File: src/rtl/rc_servo_pkg.sv
// Shared types and elaboration helpers for the RC servo core.
//   pw_t          : pulse-width / frame-counter type, wide enough for any
//                   practical frame length in clock cycles.
//   pw_mid()      : neutral pulse width, used before the first sample and
//                   while a channel is disabled.
//   pw_fits_frame : true when the widest pulse fits strictly inside a frame.
package rc_servo_pkg;

    localparam int PW_W = 24;

    typedef logic [PW_W-1:0] pw_t;

    function automatic pw_t pw_mid(input int pw_min, input int adc_w, input int scale_sh);
        return pw_t'(pw_min + ((1 << (adc_w - 1)) << scale_sh));
    endfunction

    function automatic bit pw_fits_frame(input int pw_min, input int adc_w,
                                         input int scale_sh, input int frame_cyc);
        return (pw_min + (((1 << adc_w) - 1) << scale_sh)) < frame_cyc;
    endfunction

endpackage

File: src/rtl/rc_servo_channel.sv
// One servo channel: comparator synchronizer, sigma-delta feedback pin,
// window accumulator, sample register, slew-limited pulse width and the
// registered servo pulse. Timing comes from the shared counters in the top.
// Ports:
//   clk, rst     : clock, asynchronous active-high reset
//   comp_async   : raw comparator input
//   en           : channel enable
//   window_last  : shared window counter is at its last count
//   frame_start  : shared frame counter is 0
//   frame_cnt    : shared frame counter value
//   pwm_pin      : sigma-delta feedback output
//   pwm          : servo pulse output
//   sample       : latest latched sample
module rc_servo_channel
    import rc_servo_pkg::*;
#(
    parameter int ADC_W    = 8,
    parameter int PW_MIN   = 1000,
    parameter int SCALE_SH = 2,
    parameter int SLEW_MAX = 0
) (
    input  logic             clk,
    input  logic             rst,
    input  logic             comp_async,
    input  logic             en,
    input  logic             window_last,
    input  logic             frame_start,
    input  pw_t              frame_cnt,
    output logic             pwm_pin,
    output logic             pwm,
    output logic [ADC_W-1:0] sample
);

    localparam pw_t PW_MID = pw_mid(PW_MIN, ADC_W, SCALE_SH);
    localparam pw_t SLEW   = pw_t'(SLEW_MAX);
    localparam logic [ADC_W:0] SAMPLE_MAX = {1'b0, {ADC_W{1'b1}}};

    logic [1:0]       sync_reg;
    logic             comp_sync;
    logic             pin_reg;
    logic             pwm_reg;
    logic             armed_reg;
    logic             have_sample_reg;
    logic [ADC_W:0]   acc_reg;
    logic [ADC_W:0]   acc_total;
    logic [ADC_W-1:0] sample_reg;
    logic [ADC_W-1:0] sample_next;
    pw_t              pw_act_reg;
    pw_t              pw_act_next;
    pw_t              pw_frame;
    pw_t              target;

    assign comp_sync = sync_reg[1];

    // A full window of ones counts to 2^ADC_W, one above the sample range.
    assign acc_total   = acc_reg + {{ADC_W{1'b0}}, comp_sync};
    assign sample_next = (acc_total > SAMPLE_MAX) ? SAMPLE_MAX[ADC_W-1:0]
                                                  : acc_total[ADC_W-1:0];

    // Built from the registered sample, so a sample latching in the same
    // cycle as a frame load only takes effect at the following frame.
    assign target = pw_t'(PW_MIN) + (pw_t'(sample_reg) << SCALE_SH);

    always_comb begin
        pw_act_next = pw_act_reg;
        if (SLEW_MAX == 0) begin
            pw_act_next = target;
        end else if (target > pw_act_reg) begin
            pw_act_next = ((target - pw_act_reg) > SLEW) ? (pw_act_reg + SLEW) : target;
        end else begin
            pw_act_next = ((pw_act_reg - target) > SLEW) ? (pw_act_reg - SLEW) : target;
        end
    end

    // Until a window has completed since reset/enable there is no real
    // measurement, so the width stays at neutral instead of jumping to PW_MIN.
    // At frame start the comparison uses the width being loaded, so each
    // pulse is exactly pw_act cycles long.
    assign pw_frame = (frame_start && have_sample_reg) ? pw_act_next : pw_act_reg;

    always_ff @(posedge clk or posedge rst) begin
        if (rst) begin
            sync_reg        <= '0;
            pin_reg         <= 1'b0;
            pwm_reg         <= 1'b0;
            armed_reg       <= 1'b0;
            have_sample_reg <= 1'b0;
            acc_reg         <= '0;
            sample_reg      <= '0;
            pw_act_reg      <= PW_MID;
        end else begin
            sync_reg <= {sync_reg[0], comp_async};
            pin_reg  <= en & ~comp_sync;
            if (!en) begin
                pwm_reg         <= 1'b0;
                armed_reg       <= 1'b0;
                have_sample_reg <= 1'b0;
                acc_reg         <= '0;
                sample_reg      <= '0;
                pw_act_reg      <= PW_MID;
            end else begin
                if (window_last) begin
                    acc_reg         <= '0;
                    sample_reg      <= sample_next;
                    have_sample_reg <= 1'b1;
                end else begin
                    acc_reg <= acc_total;
                end
                if (frame_start) begin
                    armed_reg <= 1'b1;
                    if (have_sample_reg) begin
                        pw_act_reg <= pw_act_next;
                    end
                end
                // armed_reg keeps a mid-frame enable from emitting a partial pulse.
                pwm_reg <= (armed_reg || frame_start) && (frame_cnt < pw_frame);
            end
        end
    end

    assign pwm_pin = pin_reg;
    assign pwm     = pwm_reg;
    assign sample  = sample_reg;

endmodule

File: src/rtl/rc_servo_core_multi.sv
// Multi-channel sigma-delta servo core. One shared window counter paces the
// sigma-delta measurement and one shared frame counter paces the servo
// frames; each channel converts its comparator stream into a sample and a
// pulse width.
// Ports:
//   clk_i, reset_i : clock, asynchronous active-high reset
//   comp_async_i   : comparator inputs, one per channel
//   en_i           : per-channel enable
//   pwm_pin_o      : sigma-delta feedback pins
//   pwm_o          : servo pulses
//   sample_o       : latest samples, channel k in [k*ADC_W +: ADC_W]
//   sample_valid_o : one-cycle strobe when sample_o updates
module rc_servo_core_multi
    import rc_servo_pkg::*;
#(
    parameter int N_CH      = 2,
    parameter int ADC_W     = 8,
    parameter int FRAME_CYC = 20000,
    parameter int PW_MIN    = 1000,
    parameter int SCALE_SH  = 2,
    parameter int SLEW_MAX  = 0
) (
    input  logic                  clk_i,
    input  logic                  reset_i,
    input  logic [N_CH-1:0]       comp_async_i,
    input  logic [N_CH-1:0]       en_i,
    output logic [N_CH-1:0]       pwm_pin_o,
    output logic [N_CH-1:0]       pwm_o,
    output logic [N_CH*ADC_W-1:0] sample_o,
    output logic                  sample_valid_o
);

    generate
        if (!pw_fits_frame(PW_MIN, ADC_W, SCALE_SH, FRAME_CYC)) begin : g_bad_cfg
            $error("rc_servo_core_multi: widest pulse does not fit inside FRAME_CYC");
        end
    endgenerate

    logic [ADC_W-1:0] win_cnt_reg;
    pw_t              frame_cnt_reg;
    logic             sample_valid_reg;
    logic             window_last;
    logic             frame_start;

    assign window_last = (win_cnt_reg == {ADC_W{1'b1}});
    assign frame_start = (frame_cnt_reg == '0);

    // Both counters sit at 0 during reset, so the first edge after release
    // is the first window cycle and the first frame start.
    always_ff @(posedge clk_i or posedge reset_i) begin
        if (reset_i) begin
            win_cnt_reg      <= '0;
            frame_cnt_reg    <= '0;
            sample_valid_reg <= 1'b0;
        end else begin
            win_cnt_reg      <= win_cnt_reg + ADC_W'(1);
            frame_cnt_reg    <= (frame_cnt_reg == pw_t'(FRAME_CYC - 1)) ? '0
                                                                       : frame_cnt_reg + pw_t'(1);
            sample_valid_reg <= window_last;
        end
    end

    assign sample_valid_o = sample_valid_reg;

    generate
        for (genvar gi = 0; gi < N_CH; gi++) begin : g_ch
            rc_servo_channel #(
                .ADC_W    (ADC_W),
                .PW_MIN   (PW_MIN),
                .SCALE_SH (SCALE_SH),
                .SLEW_MAX (SLEW_MAX)
            ) u_ch (
                .clk         (clk_i),
                .rst         (reset_i),
                .comp_async  (comp_async_i[gi]),
                .en          (en_i[gi]),
                .window_last (window_last),
                .frame_start (frame_start),
                .frame_cnt   (frame_cnt_reg),
                .pwm_pin     (pwm_pin_o[gi]),
                .pwm         (pwm_o[gi]),
                .sample      (sample_o[gi*ADC_W +: ADC_W])
            );
        end
    endgenerate

endmodule
File: config.mk
export PLATFORM = sky130hd
export DESIGN_NAME = rc_servo_core_multi
export DESIGN_NICKNAME = d
export VERILOG_FILES = /design/src/rtl/rc_servo_pkg.sv /design/src/rtl/rc_servo_channel.sv /design/src/rtl/rc_servo_core_multi.sv
export SDC_FILE = /design/constraint.sdc
export NUM_CORES = 1
export LEC_CHECK = 0
export ABC_AREA = 1
export BUFFER_PORTS_ARGS = -buffer_cell sky130_fd_sc_hd__buf_2
export CAP_MARGIN = 20
export CORE_AREA = 2 2 103 95
export DETAILED_ROUTE_END_ITERATION = 10
export DIE_AREA = 0 0 105 97
export PLACE_DENSITY = 0.75
export SLEW_MARGIN = 20
export SYNTH_ARGS = -nofsm -noshare
export SYNTH_HDL_FRONTEND = slang
export SYNTH_SLANG_ARGS = --single-unit
export TNS_END_PERCENT = 1
File: constraint.sdc
create_clock -name clk_i -period 3.75 [get_ports clk_i]
set_input_delay 1.125 -clock clk_i [delete_from_list [all_inputs] [get_ports clk_i]]
set_output_delay 1.125 -clock clk_i [all_outputs]
set_load 0.01 [all_outputs]
After elaboration in Yosys (flattened, before gate mapping)
Cells that the tools add are included.

storage, ports and cells
  register bits after elaboration = 127
  bits in latches = 0
  memory bits (writable) = 0
  ROM bits = 0
  output and inout port bits = 21
  memories kept = 0

operators by class
  add/sub/neg operators = 6
  $mul = 0
  divide/modulo/power cells = 0
  $lt $le $gt $ge = 4
  eq/ne operators = 8
  shift-type cells = 0
  muxes and demuxes = 27
  bitwise operators = 4
  reductions and logical operators = 9

operator list
  kind                                                                  number
  24-bit two-way mux                                                    9
  24-bit < comparator                                                   2
  8-bit two-way mux                                                     6
  9-bit two-way mux                                                     4
  24-bit by 1-bit adder with 24-bit output, second input constant       1
  24-bit by 15-bit == test with 1-bit output, second input constant     1
  24-bit logical NOT                                                    1
  10-bit by 10-bit adder with 11-bit output, first input constant       2
  9-bit by 1-bit adder with 9-bit output                                2
  9-bit by 8-bit > comparator with 1-bit output, second input constant  2
  2-bit by 1-bit != test with 1-bit output, second input constant       6
  8-bit by 1-bit adder with 8-bit output, second input constant         1
  8-bit == test, second input constant                                  1
  1-bit two-way mux                                                     8
  1-bit logical AND                                                     4
  2-bit AND reduction                                                   2
  1-bit bitwise AND                                                     2
  1-bit logical OR                                                      2
  1-bit inverter                                                        2

Logic depth before layout (Yosys ltp)
Gate-level depths: netlist of the first run.

  word-level depth = 6
  depth in mapped cells = 14
  mapped depth without buffers = 13

Hierarchy
Synthesis of the first run repeated with hierarchy kept, for this count alone.

second synthesis, totals
  cells, all modules = 645
  area, all modules = 5142.4 µm²

by module, submodules not included
  module               instances  cells an instance  area an instance (µm²)
  rc_servo_channel     2          197                1659.1
  rc_servo_core_multi  1          251                1824.2

Worst setup path after synthesis of the first run
OpenSTA, ideal clock, no wires.

  path type = register to register
  start point = reg frame_cnt_reg[12]
  end point = reg g_ch[0].u_ch.pwm_reg
  data arrival time = 2.084 ns
  data required time = 3.621 ns
  path slack = 1.537 ns
  cell stages (with the launch flop) = 12
  cells stage by stage = dfrtp_1 -> nor2_1 -> nand2_1 -> nor2_1 -> nand4_1 -> buf_2 -> a31oi_1 -> a21oi_1 -> ha_1 -> nand2_1 -> nor4b_1 -> a21oi_1

between the ends
  cells in the longest elaborated chain, start to end = 6
  elaborated cells on any way between the ends = 7
  those cells by class = order compare (1); mux (2); reduce/logical (4)

ends and longest elaborated chain
  element                 line                       source
  from (decl)             rc_servo_core_multi.sv:40  pw_t frame_cnt_reg;
  from (signal assigned)  rc_servo_core_multi.sv:57  frame_cnt_reg <= (frame_cnt_reg == pw_t'(FRAME_CYC - 1)) ? '0
  24-bit logical NOT      rc_servo_core_multi.sv:46  assign frame_start = (frame_cnt_reg == '0);
  1-bit logical AND       rc_servo_channel.sv:79     assign pw_frame = (frame_start && have_sample_reg) ? pw_act_next : pw_act_reg;
  24-bit two-way mux      rc_servo_channel.sv:79
  24-bit < comparator     rc_servo_channel.sv:116    pwm_reg <= (armed_reg || frame_start) && (frame_cnt < pw_frame);
  1-bit logical AND (*)   rc_servo_channel.sv:116
  1-bit two-way mux (*)   rc_servo_channel.sv:94     if (!en) begin
  to (signal assigned)    rc_servo_channel.sv:116
  to (decl)               rc_servo_channel.sv:41     logic pwm_reg;

Every way passes the cells marked *; elsewhere a longest branch is shown, timed or not.
A chain may end at the register's enable or synchronous reset.

Final worst setup path of the first run
  start point = reg frame_cnt_reg[14]
  end point = reg g_ch[0].u_ch.pwm_reg

The elaborated chain is that of the path after synthesis.

==> flow_summary.html, run 1 <==
<table>
<tr><th>Metric</th><th>Value</th></tr>
<tr><th colspan="2">Status</th></tr>
<tr><td>Result of the run</td><td>finished, final reports clean</td></tr>
<tr><th colspan="2">Setup path</th></tr>
<tr><td>R2R Path Start</td><td>frame_cnt_reg[14]</td></tr>
<tr><td>Worst Path Max Fanout</td><td>12</td></tr>
<tr><td>Worst setup path start</td><td>frame_cnt_reg[14]</td></tr>
<tr><td>Cell depth of the worst flop-to-flop path</td><td>11</td></tr>
<tr><td>Req. time, crit path</td><td>4050 ps</td></tr>
<tr><td>Kind of capture point of the worst setup path</td><td>flip-flop</td></tr>
<tr><td>Kind of start point of the critical path</td><td>flip-flop</td></tr>
<tr><td>Kind of critical path</td><td>reg -&gt; reg</td></tr>
<tr><td>Critical path data arrival time</td><td>3120 ps</td></tr>
<tr><th colspan="2">Clock tree</th></tr>
<tr><td>Clock transition time at the flip-flop clock pins of the worst setup and hold paths</td><td>100 ps</td></tr>
<tr><td>Resized cells post-CTS</td><td>0</td></tr>
<tr><td>Buffers from clock root to sink, at most</td><td>2</td></tr>
<tr><td>CTS Hold Bufs</td><td>0</td></tr>
<tr><td>Number of sinks on the clock net</td><td>97</td></tr>
<tr><td>Buffer cell driving the clock tree root</td><td>clkbuf_8</td></tr>
<tr><td>Insertion delay of the later-clocked pin in the worst-skew pair</td><td>370 ps</td></tr>
<tr><td>Setup fix buffers added after clock tree synthesis</td><td>0</td></tr>
<tr><td>Number of levels in the clock H-tree</td><td>3</td></tr>
<tr><td>CTS tree</td><td>yes</td></tr>
<tr><td>Number of buffers inserted during clock tree synthesis</td><td>9</td></tr>
<tr><th colspan="2">Power</th></tr>
<tr><td>Net switching share of the total power</td><td>24.50%</td></tr>
<tr><td>Int Power</td><td>1.341 mW</td></tr>
<tr><td>Power spent charging and discharging nets</td><td>0.4350 mW</td></tr>
<tr><td>Part of the total power dissipated in the clock network</td><td>37.3%</td></tr>
<tr><td>Combinational group share of total power</td><td>3.2%</td></tr>
<tr><td>Lkg Pwr</td><td>2.819 nW</td></tr>
<tr><td>Total power per unit cell area</td><td>329.6 mW/mm2</td></tr>
<tr><td>Peak supply drop</td><td>264.3 uV</td></tr>
<tr><td>Sequential cell fraction of total power</td><td>59.5%</td></tr>
<tr><th colspan="2">Synth</th></tr>
<tr><td>Synthesized Nets</td><td>588</td></tr>
<tr><td>Cell area after synthesis</td><td>0.004945 mm2</td></tr>
<tr><td>Area share of the largest cell type after synthesis</td><td>43.02%</td></tr>
<tr><td>Mean cell area of the mapped netlist</td><td>8.877 um2</td></tr>
<tr><td>Fraction of the yosys area taken by sequential cells</td><td>49.39%</td></tr>
<tr><td>Post-synthesis sequential element count</td><td>97</td></tr>
<tr><td>Top cells by area, synth</td><td>dfrtp_1 43%, nor2_1 7.0%, inv_1 6.6%</td></tr>
<tr><td>Number of distinct library cell variants in the gate-level netlist after synthesis</td><td>34</td></tr>
<tr><td>Dominant cell type by area after synthesis</td><td>dfrtp_1</td></tr>
<tr><td>Warning count from the yosys run</td><td>0</td></tr>
<tr><td>Gate count after technology mapping</td><td>557</td></tr>
<tr><th colspan="2">Timing</th></tr>
<tr><td>Top achievable clock speed</td><td>0.3543 GHz</td></tr>
<tr><td>Setup TNS Final</td><td>0 ps</td></tr>
<tr><td>Final setup violation count</td><td>0</td></tr>
<tr><td>Worst rel slew slack</td><td>58.50%</td></tr>
<tr><td>Setup repair after global routing missed its margin</td><td>false</td></tr>
<tr><td>Layout Skew</td><td>8.760 ps</td></tr>
<tr><td>Final hold slack</td><td>355.6 ps</td></tr>
<tr><td>Final Hold Vio Count</td><td>0</td></tr>
<tr><td>Final critical-path share of the clock period</td><td>75.27%</td></tr>
<tr><td>Worst Max-Slew Pin Slew</td><td>620.7 ps</td></tr>
<tr><td>Number of pins exceeding their max-slew limit in the final report</td><td>0</td></tr>
<tr><td>Period minus WS final</td><td>2823 ps</td></tr>
<tr><th colspan="2">Global route</th></tr>
<tr><td>Initial antenna violation count</td><td>0</td></tr>
<tr><td>Number of global-route vias before repair</td><td>3737</td></tr>
<tr><td>Total congestion overflow after global routing</td><td>0</td></tr>
<tr><td>Largest net degree at the start of global routing</td><td>72</td></tr>
<tr><td>First-pass GRT wire length</td><td>17.16 mm</td></tr>
<tr><td>All-Layer GR Usage</td><td>20.81%</td></tr>
<tr><th colspan="2">Routing</th></tr>
<tr><td>Via density</td><td>5.111</td></tr>
<tr><td>DR DRC count</td><td>0</td></tr>
<tr><td>First DRT Iteration DRCs</td><td>187</td></tr>
<tr><td>WL per Instance</td><td>13.85 um</td></tr>
<tr><td>Post-detailed-routing wire length</td><td>9.877 mm</td></tr>
<tr><td>Antenna-violating nets left</td><td>0</td></tr>
<tr><td>Number of optimization iterations in the first detailed-route pass</td><td>4</td></tr>
<tr><td>Total number of vias</td><td>3644</td></tr>
<tr><th colspan="2">Min path</th></tr>
<tr><td>Worst hold path depth</td><td>0</td></tr>
<tr><td>Hold path start</td><td>g_ch[1].u_ch.sync_reg[0]</td></tr>
<tr><td>Path category of the worst min-delay check</td><td>reg -&gt; reg</td></tr>
<tr><th colspan="2">Floorplanning</th></tr>
<tr><td>Effective utilization at floorplan</td><td>54.93%</td></tr>
<tr><td>Number of standard-cell rows in the floorplan</td><td>33</td></tr>
<tr><td>Floorplan die area</td><td>0.01019 mm2</td></tr>
<tr><td>I/O Pins</td><td>27</td></tr>
<tr><td>Chip Height</td><td>97 um</td></tr>
<tr><td>Core Area</td><td>0.009001 mm2</td></tr>
<tr><td>Die Wd</td><td>105 um</td></tr>
<tr><th colspan="2">Final layout</th></tr>
<tr><td>Diode count</td><td>0</td></tr>
<tr><td>Relative area change from synthesis to final layout</td><td>8.958%</td></tr>
<tr><td>Share of post-route cells with drive strength above 1</td><td>12.86%</td></tr>
<tr><td>Net count reported at finish</td><td>617</td></tr>
<tr><td>Final cell area excluding filler cells</td><td>0.005388 mm2</td></tr>
<tr><td>Max reg flops</td><td>24</td></tr>
<tr><th colspan="2">Placement</th></tr>
<tr><td>Placed wire-length estimate after detailed placement</td><td>7.494 mm</td></tr>
<tr><td>Dpl cell area</td><td>0.005194 mm2</td></tr>
<tr><td>IO buf count</td><td>26</td></tr>
<tr><td>GP Congestion</td><td>0.8664</td></tr>
<tr><th colspan="2">Run</th></tr>
<tr><td>Number of max-capacitance violations reported</td><td>0</td></tr>
</table>
-- per-layer routing --
metal	wire (um)	vias up	GRT usage [%]
li1	-	1846	-
met1	4590	1718	27.33
met2	4768	60	34.47
met3	305	20	3.774
met4	212	0	7.795
met5	0	-	0
-- worst max-delay path, stage by stage, from the launching register on --
cell and delay (ps):
dfrtp_1 440, nor2_1 210, nand2_1 120, nor2_1 200
nand4_1 530, mux2i_1 400, ha_1 290, a21oi_1 140
nor2_1 60, a211oi_1 170, nand2_1 80, a21oi_1 120
-- cells by family after synthesis --
| kind of cell | share of synthesized area (%) |
|---|---|
| simple gates | 21.46 |
| flops | 49.39 |
| mux | 2.024 |
| fa+ha+maj | 6.326 |
| compound gates | 6.300 |
| buf+inv | 7.945 |
| xor+xnor | 6.554 |
-- layout by cell type (no fill, tap or decap), types with 10 or more instances in the layout --
cell type  netlist  layout
a21oi_1         19      19
dfrtp_1         85      85
nor2_1          92      92
buf_2            2      26
ha_1            25      25
nand4_1         11      11
nor3_1          15      15
nand2_1         75      75
dfstp_2         12      12
mux2i_1         10      10
o22ai_1         16      16
inv_1           87      86
nand3_1         18      18
xor2_1          32      32
clkbuf_8         0      10
-- power by group through the flow --
| stage | clock network, mW | logic (mW) | registers (mW) |
|---|---|---|---|
| floorplan | 0 | 0.0420 | 1.08 |
| global placement | 0 | 0.0566 | 1.08 |
| detailed placement | 0 | 0.0587 | 1.08 |
| CTS | 0.684 | 0.0590 | 1.06 |
| global route | 0.723 | 0.0673 | 1.06 |
| finish | 0.663 | 0.0565 | 1.06 |
-- synthesized netlist by cell type, drive strengths merged --
cell type / instances
nor4b: 1
a211oi: 2
nand3: 21
o2111ai: 2
dfrtp: 85
a21oi: 19
nand4: 12
inv: 88
or2: 2
nor2: 97
o21a: 2
clkbuf: 2
xor2: 32
o22ai: 16
ha: 25
xnor2: 5
nand2: 80
mux2i: 10
o21ai: 10
a31oi: 3
nor3: 17
dfstp: 12
buf: 8
nor4: 5
nand3b: 1
-- through the flow --
step	utilization (%)	instances	worst slack (ps)	power [mW]
6_report	59.86	713	927.5	1.776
5_1_grt	59.86	713	602.2	1.848
2_1_floorplan	-	557	111.1	1.118
3_3_place_gp	57.70	697	1062	1.133
4_1_cts	59.86	713	954.9	1.800
3_5_place_dp	57.70	697	973.5	1.135
-- area by class of cell --
type	count	area, um2
clock buffers	10	137.6
clock inverters	6	56.30
fillers	815	3613
inverters	88	331.6
multi-input cells	362	2110
flip-flops and latches	97	2442
well taps	122	152.6
repair buffers	28	157.7
-- path summary, 6_finish.rpt --
check / slack (ps) / endpoint
min: 360 / g_ch[1].u_ch.sync_reg[1]
max reg2reg: 930 / g_ch[0].u_ch.pwm
max in group asynchronous: 2250 / g_ch[1].u_ch.pw_act_reg[3]
min in group asynchronous: 740 / g_ch[1].u_ch.acc_reg[8]
min reg2reg: 360 / g_ch[1].u_ch.sync_reg[1]
max: 930 / g_ch[0].u_ch.pwm
No activity file was read; power rests on OpenSTA's default activity.
==> run 2, diff against run 1 <==
Settings changed: ABC_AREA 1 to 0, CORE_AREA 2 2 103 95 to 2 2 100 93, DIE_AREA 0 0 105 97 to 0 0 102 95.
Clock period 3.75 ns to 2.47 ns, I/O delays scaled along.
==> run 2 against run 1 <==
Against the previous run:
- sequential power increased by 51%
- global-route usage is 0.10 points higher
- sequential share of layout area is 0.75 points lower
- combinational power increased by 37%
- via count fell by 8.1%
- the run now ends with setup timing left
- register-to-register slack worse by 1200 ps
- critical path depth grew 2
==> flow_summary.html, run 2 <==
<table>
<tr><th>Metric</th><th>Value</th></tr>
<tr><th colspan="2">Status</th></tr>
<tr><td>Result of the run</td><td>complete, but fails checks</td></tr>
<tr><td>Violated checks</td><td>setup timing</td></tr>
<tr><th colspan="2">Power</th></tr>
<tr><td>Combinational group share of total power</td><td>2.9%</td></tr>
<tr><td>Total power per unit cell area</td><td>485.5 mW/mm2</td></tr>
<tr><td>Power spent charging and discharging nets</td><td>0.6563 mW</td></tr>
<tr><td>Int Power</td><td>2.003 mW</td></tr>
<tr><td>Part of the total power dissipated in the clock network</td><td>36.8%</td></tr>
<tr><td>Lkg Pwr</td><td>2.623 nW</td></tr>
<tr><td>Net switching share of the total power</td><td>24.68%</td></tr>
<tr><td>Overall power consumption</td><td>2.660 mW</td></tr>
<tr><td>Sequential cell fraction of total power</td><td>60.3%</td></tr>
<tr><td>Peak supply drop</td><td>311.7 uV</td></tr>
<tr><th colspan="2">Clock tree</th></tr>
<tr><td>Clock transition time at the flip-flop clock pins of the worst setup and hold paths</td><td>100 ps</td></tr>
<tr><td>Number of sinks on the clock net</td><td>97</td></tr>
<tr><td>Number of levels in the clock H-tree</td><td>3</td></tr>
<tr><td>Number of buffers inserted during clock tree synthesis</td><td>9</td></tr>
<tr><td>Buffers from clock root to sink, at most</td><td>2</td></tr>
<tr><td>Buffer cell driving the clock tree root</td><td>clkbuf_8</td></tr>
<tr><td>CTS Hold Bufs</td><td>0</td></tr>
<tr><td>CTS tree</td><td>yes</td></tr>
<tr><td>Insertion delay of the later-clocked pin in the worst-skew pair</td><td>360 ps</td></tr>
<tr><th colspan="2">Routing</th></tr>
<tr><td>Total number of vias</td><td>3349</td></tr>
<tr><td>Post-detailed-routing wire length</td><td>9.235 mm</td></tr>
<tr><td>Number of optimization iterations in the first detailed-route pass</td><td>4</td></tr>
<tr><td>Via density</td><td>5.266</td></tr>
<tr><td>WL per Instance</td><td>14.52 um</td></tr>
<tr><td>First DRT Iteration DRCs</td><td>151</td></tr>
<tr><td>Antenna-violating nets left</td><td>0</td></tr>
<tr><td>DR DRC count</td><td>0</td></tr>
<tr><th colspan="2">Floorplanning</th></tr>
<tr><td>Number of standard-cell rows in the floorplan</td><td>33</td></tr>
<tr><td>Die Wd</td><td>102 um</td></tr>
<tr><td>Core Area</td><td>0.008753 mm2</td></tr>
<tr><td>I/O Pins</td><td>27</td></tr>
<tr><td>Effective utilization at floorplan</td><td>53.00%</td></tr>
<tr><td>Chip Height</td><td>95 um</td></tr>
<tr><td>Floorplan die area</td><td>0.009690 mm2</td></tr>
<tr><th colspan="2">Final layout</th></tr>
<tr><td>Commonest non-fill, non-tap cells in the layout</td><td>85 x dfrtp_1, 52 x buf_4, 46 x nor2_1</td></tr>
<tr><td>Net count reported at finish</td><td>540</td></tr>
<tr><td>Area occupied by multi-input gates</td><td>0.002091 mm2</td></tr>
<tr><td>Relative area change from synthesis to final layout</td><td>18.07%</td></tr>
<tr><td>Fill cell instance count of the final layout</td><td>735</td></tr>
<tr><td>Final non-filler cell total</td><td>636</td></tr>
<tr><td>Share of post-route cells with drive strength above 1</td><td>23.15%</td></tr>
<tr><td>Diode count</td><td>0</td></tr>
<tr><td>Most frequent standard cell in the layout excluding fill and tap cells</td><td>dfrtp_1</td></tr>
<tr><td>Max reg flops</td><td>24</td></tr>
<tr><td>Register area</td><td>0.002442 mm2</td></tr>
<tr><th colspan="2">Global route</th></tr>
<tr><td>Global-route met3 utilization</td><td>5.107%</td></tr>
<tr><td>All-Layer GR Usage</td><td>20.91%</td></tr>
<tr><td>Layer with the highest usage after global routing</td><td>met2</td></tr>
<tr><td>First-pass GRT wire length</td><td>15.84 mm</td></tr>
<tr><td>Initial antenna violation count</td><td>0</td></tr>
<tr><td>Largest net degree at the start of global routing</td><td>98</td></tr>
<tr><td>Number of global-route vias before repair</td><td>3368</td></tr>
<tr><td>Met1 GRT Util</td><td>28.33%</td></tr>
<tr><td>Global-route met2 utilization</td><td>34.32%</td></tr>
<tr><td>Total congestion overflow after global routing</td><td>0</td></tr>
<tr><th colspan="2">Synth</th></tr>
<tr><td>Most repeated cell in the gate-level netlist after synthesis</td><td>dfrtp_1</td></tr>
<tr><td>Cell area after synthesis</td><td>0.004639 mm2</td></tr>
<tr><td>Fraction of the yosys area taken by sequential cells</td><td>52.64%</td></tr>
<tr><td>Number of enable flip-flop cells after synthesis</td><td>0</td></tr>
<tr><td>Most instantiated cells after synthesis</td><td>85 x dfrtp_1, 46 x nor2_1, 39 x nand2_1</td></tr>
<tr><td>Gate count after technology mapping</td><td>437</td></tr>
<tr><td>Async set-or-reset flop fraction in the synthesized netlist</td><td>100.0%</td></tr>
<tr><td>Synthesized Nets</td><td>468</td></tr>
<tr><td>Number of distinct library cell variants in the gate-level netlist after synthesis</td><td>39</td></tr>
<tr><td>Warning count from the yosys run</td><td>0</td></tr>
<tr><td>Post-synthesis sequential element count</td><td>97</td></tr>
<tr><td>Top cells by area, synth</td><td>dfrtp_1 46%, dfstp_2 6.8%, ha_1 6.7%</td></tr>
<tr><td>Area share of the largest cell type after synthesis</td><td>45.85%</td></tr>
<tr><td>Mean cell area of the mapped netlist</td><td>10.62 um2</td></tr>
<tr><td>Dominant cell type by area after synthesis</td><td>dfrtp_1</td></tr>
<tr><td>Top_reg_cell synth</td><td>dfrtp_1</td></tr>
<tr><th colspan="2">Setup path</th></tr>
<tr><td>Req. time, crit path</td><td>2770 ps</td></tr>
<tr><td>Worst Path Max Fanout</td><td>6</td></tr>
<tr><td>Kind of capture point of the worst setup path</td><td>flip-flop</td></tr>
<tr><td>Critical path data arrival time</td><td>3020 ps</td></tr>
<tr><td>Crit Reg-Reg Endpoint</td><td>g_ch[1].u_ch.pwm</td></tr>
<tr><td>Kind of critical path</td><td>reg -&gt; reg</td></tr>
<tr><td>Setup slack on the worst flop-to-flop path</td><td>-250 ps</td></tr>
<tr><td>R2R Path Start</td><td>frame_cnt_reg[0]</td></tr>
<tr><td>Kind of start point of the critical path</td><td>flip-flop</td></tr>
<tr><td>Cell depth of the worst flop-to-flop path</td><td>13</td></tr>
<tr><th colspan="2">Timing</th></tr>
<tr><td>Worst Max-Slew Pin Slew</td><td>591.5 ps</td></tr>
<tr><td>Worst rel slew slack</td><td>60.20%</td></tr>
<tr><td>Setup TNS Final</td><td>-424.5 ps</td></tr>
<tr><td>Setup repair after global routing missed its margin</td><td>true</td></tr>
<tr><td>Layout Skew</td><td>10.96 ps</td></tr>
<tr><td>Final critical-path share of the clock period</td><td>110.1%</td></tr>
<tr><td>Number of pins exceeding their max-slew limit in the final report</td><td>0</td></tr>
<tr><td>Final Hold Vio Count</td><td>0</td></tr>
<tr><td>Final hold slack</td><td>356.0 ps</td></tr>
<tr><td>Final setup violation count</td><td>2</td></tr>
<tr><td>Worst setup margin</td><td>-250.7 ps</td></tr>
<tr><td>Top achievable clock speed</td><td>0.3676 GHz</td></tr>
<tr><td>Period minus WS final</td><td>2721 ps</td></tr>
<tr><th colspan="2">Placement</th></tr>
<tr><td>Placed wire-length estimate after detailed placement</td><td>6.702 mm</td></tr>
<tr><td>IO buf count</td><td>26</td></tr>
<tr><td>GP Congestion</td><td>0.8534</td></tr>
<tr><td>Placed insts</td><td>616</td></tr>
<tr><th colspan="2">Min path</th></tr>
<tr><td>Worst hold path depth</td><td>0</td></tr>
<tr><td>Hold path endpoint</td><td>g_ch[1].u_ch.sync_reg[1]</td></tr>
<tr><td>Path category of the worst min-delay check</td><td>reg -&gt; reg</td></tr>
<tr><td>Hold path start</td><td>g_ch[1].u_ch.sync_reg[0]</td></tr>
<tr><th colspan="2">Run</th></tr>
<tr><td>Number of max-capacitance violations reported</td><td>0</td></tr>
</table>
==> run 2: changes by cell type after synthesis, moves of 9 or more <==
| cell | previous run | this run |
|---|---|---|
| inv_1 | 87 | 16 |
| mux2i_1 | 10 | 19 |
| nand2_1 | 75 | 39 |
| nor2_1 | 92 | 46 |
| nor2b_1 | 0 | 10 |
| o22ai_1 | 16 | 0 |
| xnor2_1 | 5 | 28 |
==> run 2: critical path, stage by stage (launching register included) <==
cell,delay [ps]
dfrtp_1,390
inv_1,60
ha_1,140
nor4b_4,230
nand4_1,160
nor3_2,130
buf_4,190
mux2i_2,240
ha_1,280
a21o_1,170
a21o_1,170
a221o_1,280
nand2_1,60
o2111a_1,150
==> run 2: cell type report <==
type,count,area share (%)
flip-flops and latches,97,44.59
multi-input cells,306,38.17
repair buffers,79,9.868
well taps,122,2.787
clock buffers,9,2.261
clock inverters,7,1.165
inverters,16,1.165
==> run 2: cells by family after synthesis <==
group / after synthesis / share of synthesized area (%)
simple gates: 159 / 17.02
flops: 97 / 52.64
xor+xnor: 52 / 9.817
compound gates: 51 / 6.500
buf+inv: 34 / 3.182
fa+ha+maj: 25 / 6.742
mux: 19 / 4.099
==> run 2: layer usage <==
layer / vias up / share of wire (%)
li1: 1635 / -
met1: 1636 / 46
met2: 64 / 48
met3: 14 / 3.9
met4: 0 / 1.4
met5: - / 0
==> run 2: timing repair <==
| item | 4_1_cts | 5_1_grt |
|---|---|---|
| cloned | 0 | 0 |
| pin swaps | 1 | 1 |
| setup buffers | 2 | 2 |
| setup endpoints to repair | 2 | 2 |
| gates resized for setup | 3 | 3 |
==> run 2: power by group through the flow <==
| stage | sequential, mW | clock (mW) | combinational [mW] |
|---|---|---|---|
| 3_5_place_dp | 1.64 | 0 | 0.0801 |
| 5_1_grt | 1.61 | 1.08 | 0.0913 |
| 6_report | 1.60 | 0.978 | 0.0772 |
| 3_3_place_gp | 1.63 | 0 | 0.0778 |
| 2_1_floorplan | 1.63 | 0 | 0.0558 |
| 4_1_cts | 1.60 | 1.00 | 0.0805 |
==> run 2: through the flow <==
stage	worst slack [ps]	util, %	area [um2]
floorplan	-243.8	-	4643
CTS	-243.4	62.25	5449
finish	-250.7	62.58	5478
global placement	-183.5	59.75	5230
detailed placement	-283.7	59.75	5230
global route	-485.1	62.58	5478
==> run 2: worst max-delay path by stage <==
| stage | start | to | slack (ps) | cells past startpoint |
|---|---|---|---|---|
| finish | frame_cnt_reg[0] | g_ch[1].u_ch.pwm | -250 | 13 |
| global route | frame_cnt_reg[0] | g_ch[1].u_ch.pwm | -490 | 13 |
| CTS | frame_cnt_reg[0] | g_ch[1].u_ch.pwm | -240 | 13 |
| detailed placement | frame_cnt_reg[0] | g_ch[1].u_ch.pwm | -280 | 13 |
| global placement | frame_cnt_reg[20] | g_ch[0].u_ch.pwm | -180 | 10 |
| floorplan | frame_cnt_reg[20] | g_ch[1].u_ch.pwm | -240 | 11 |
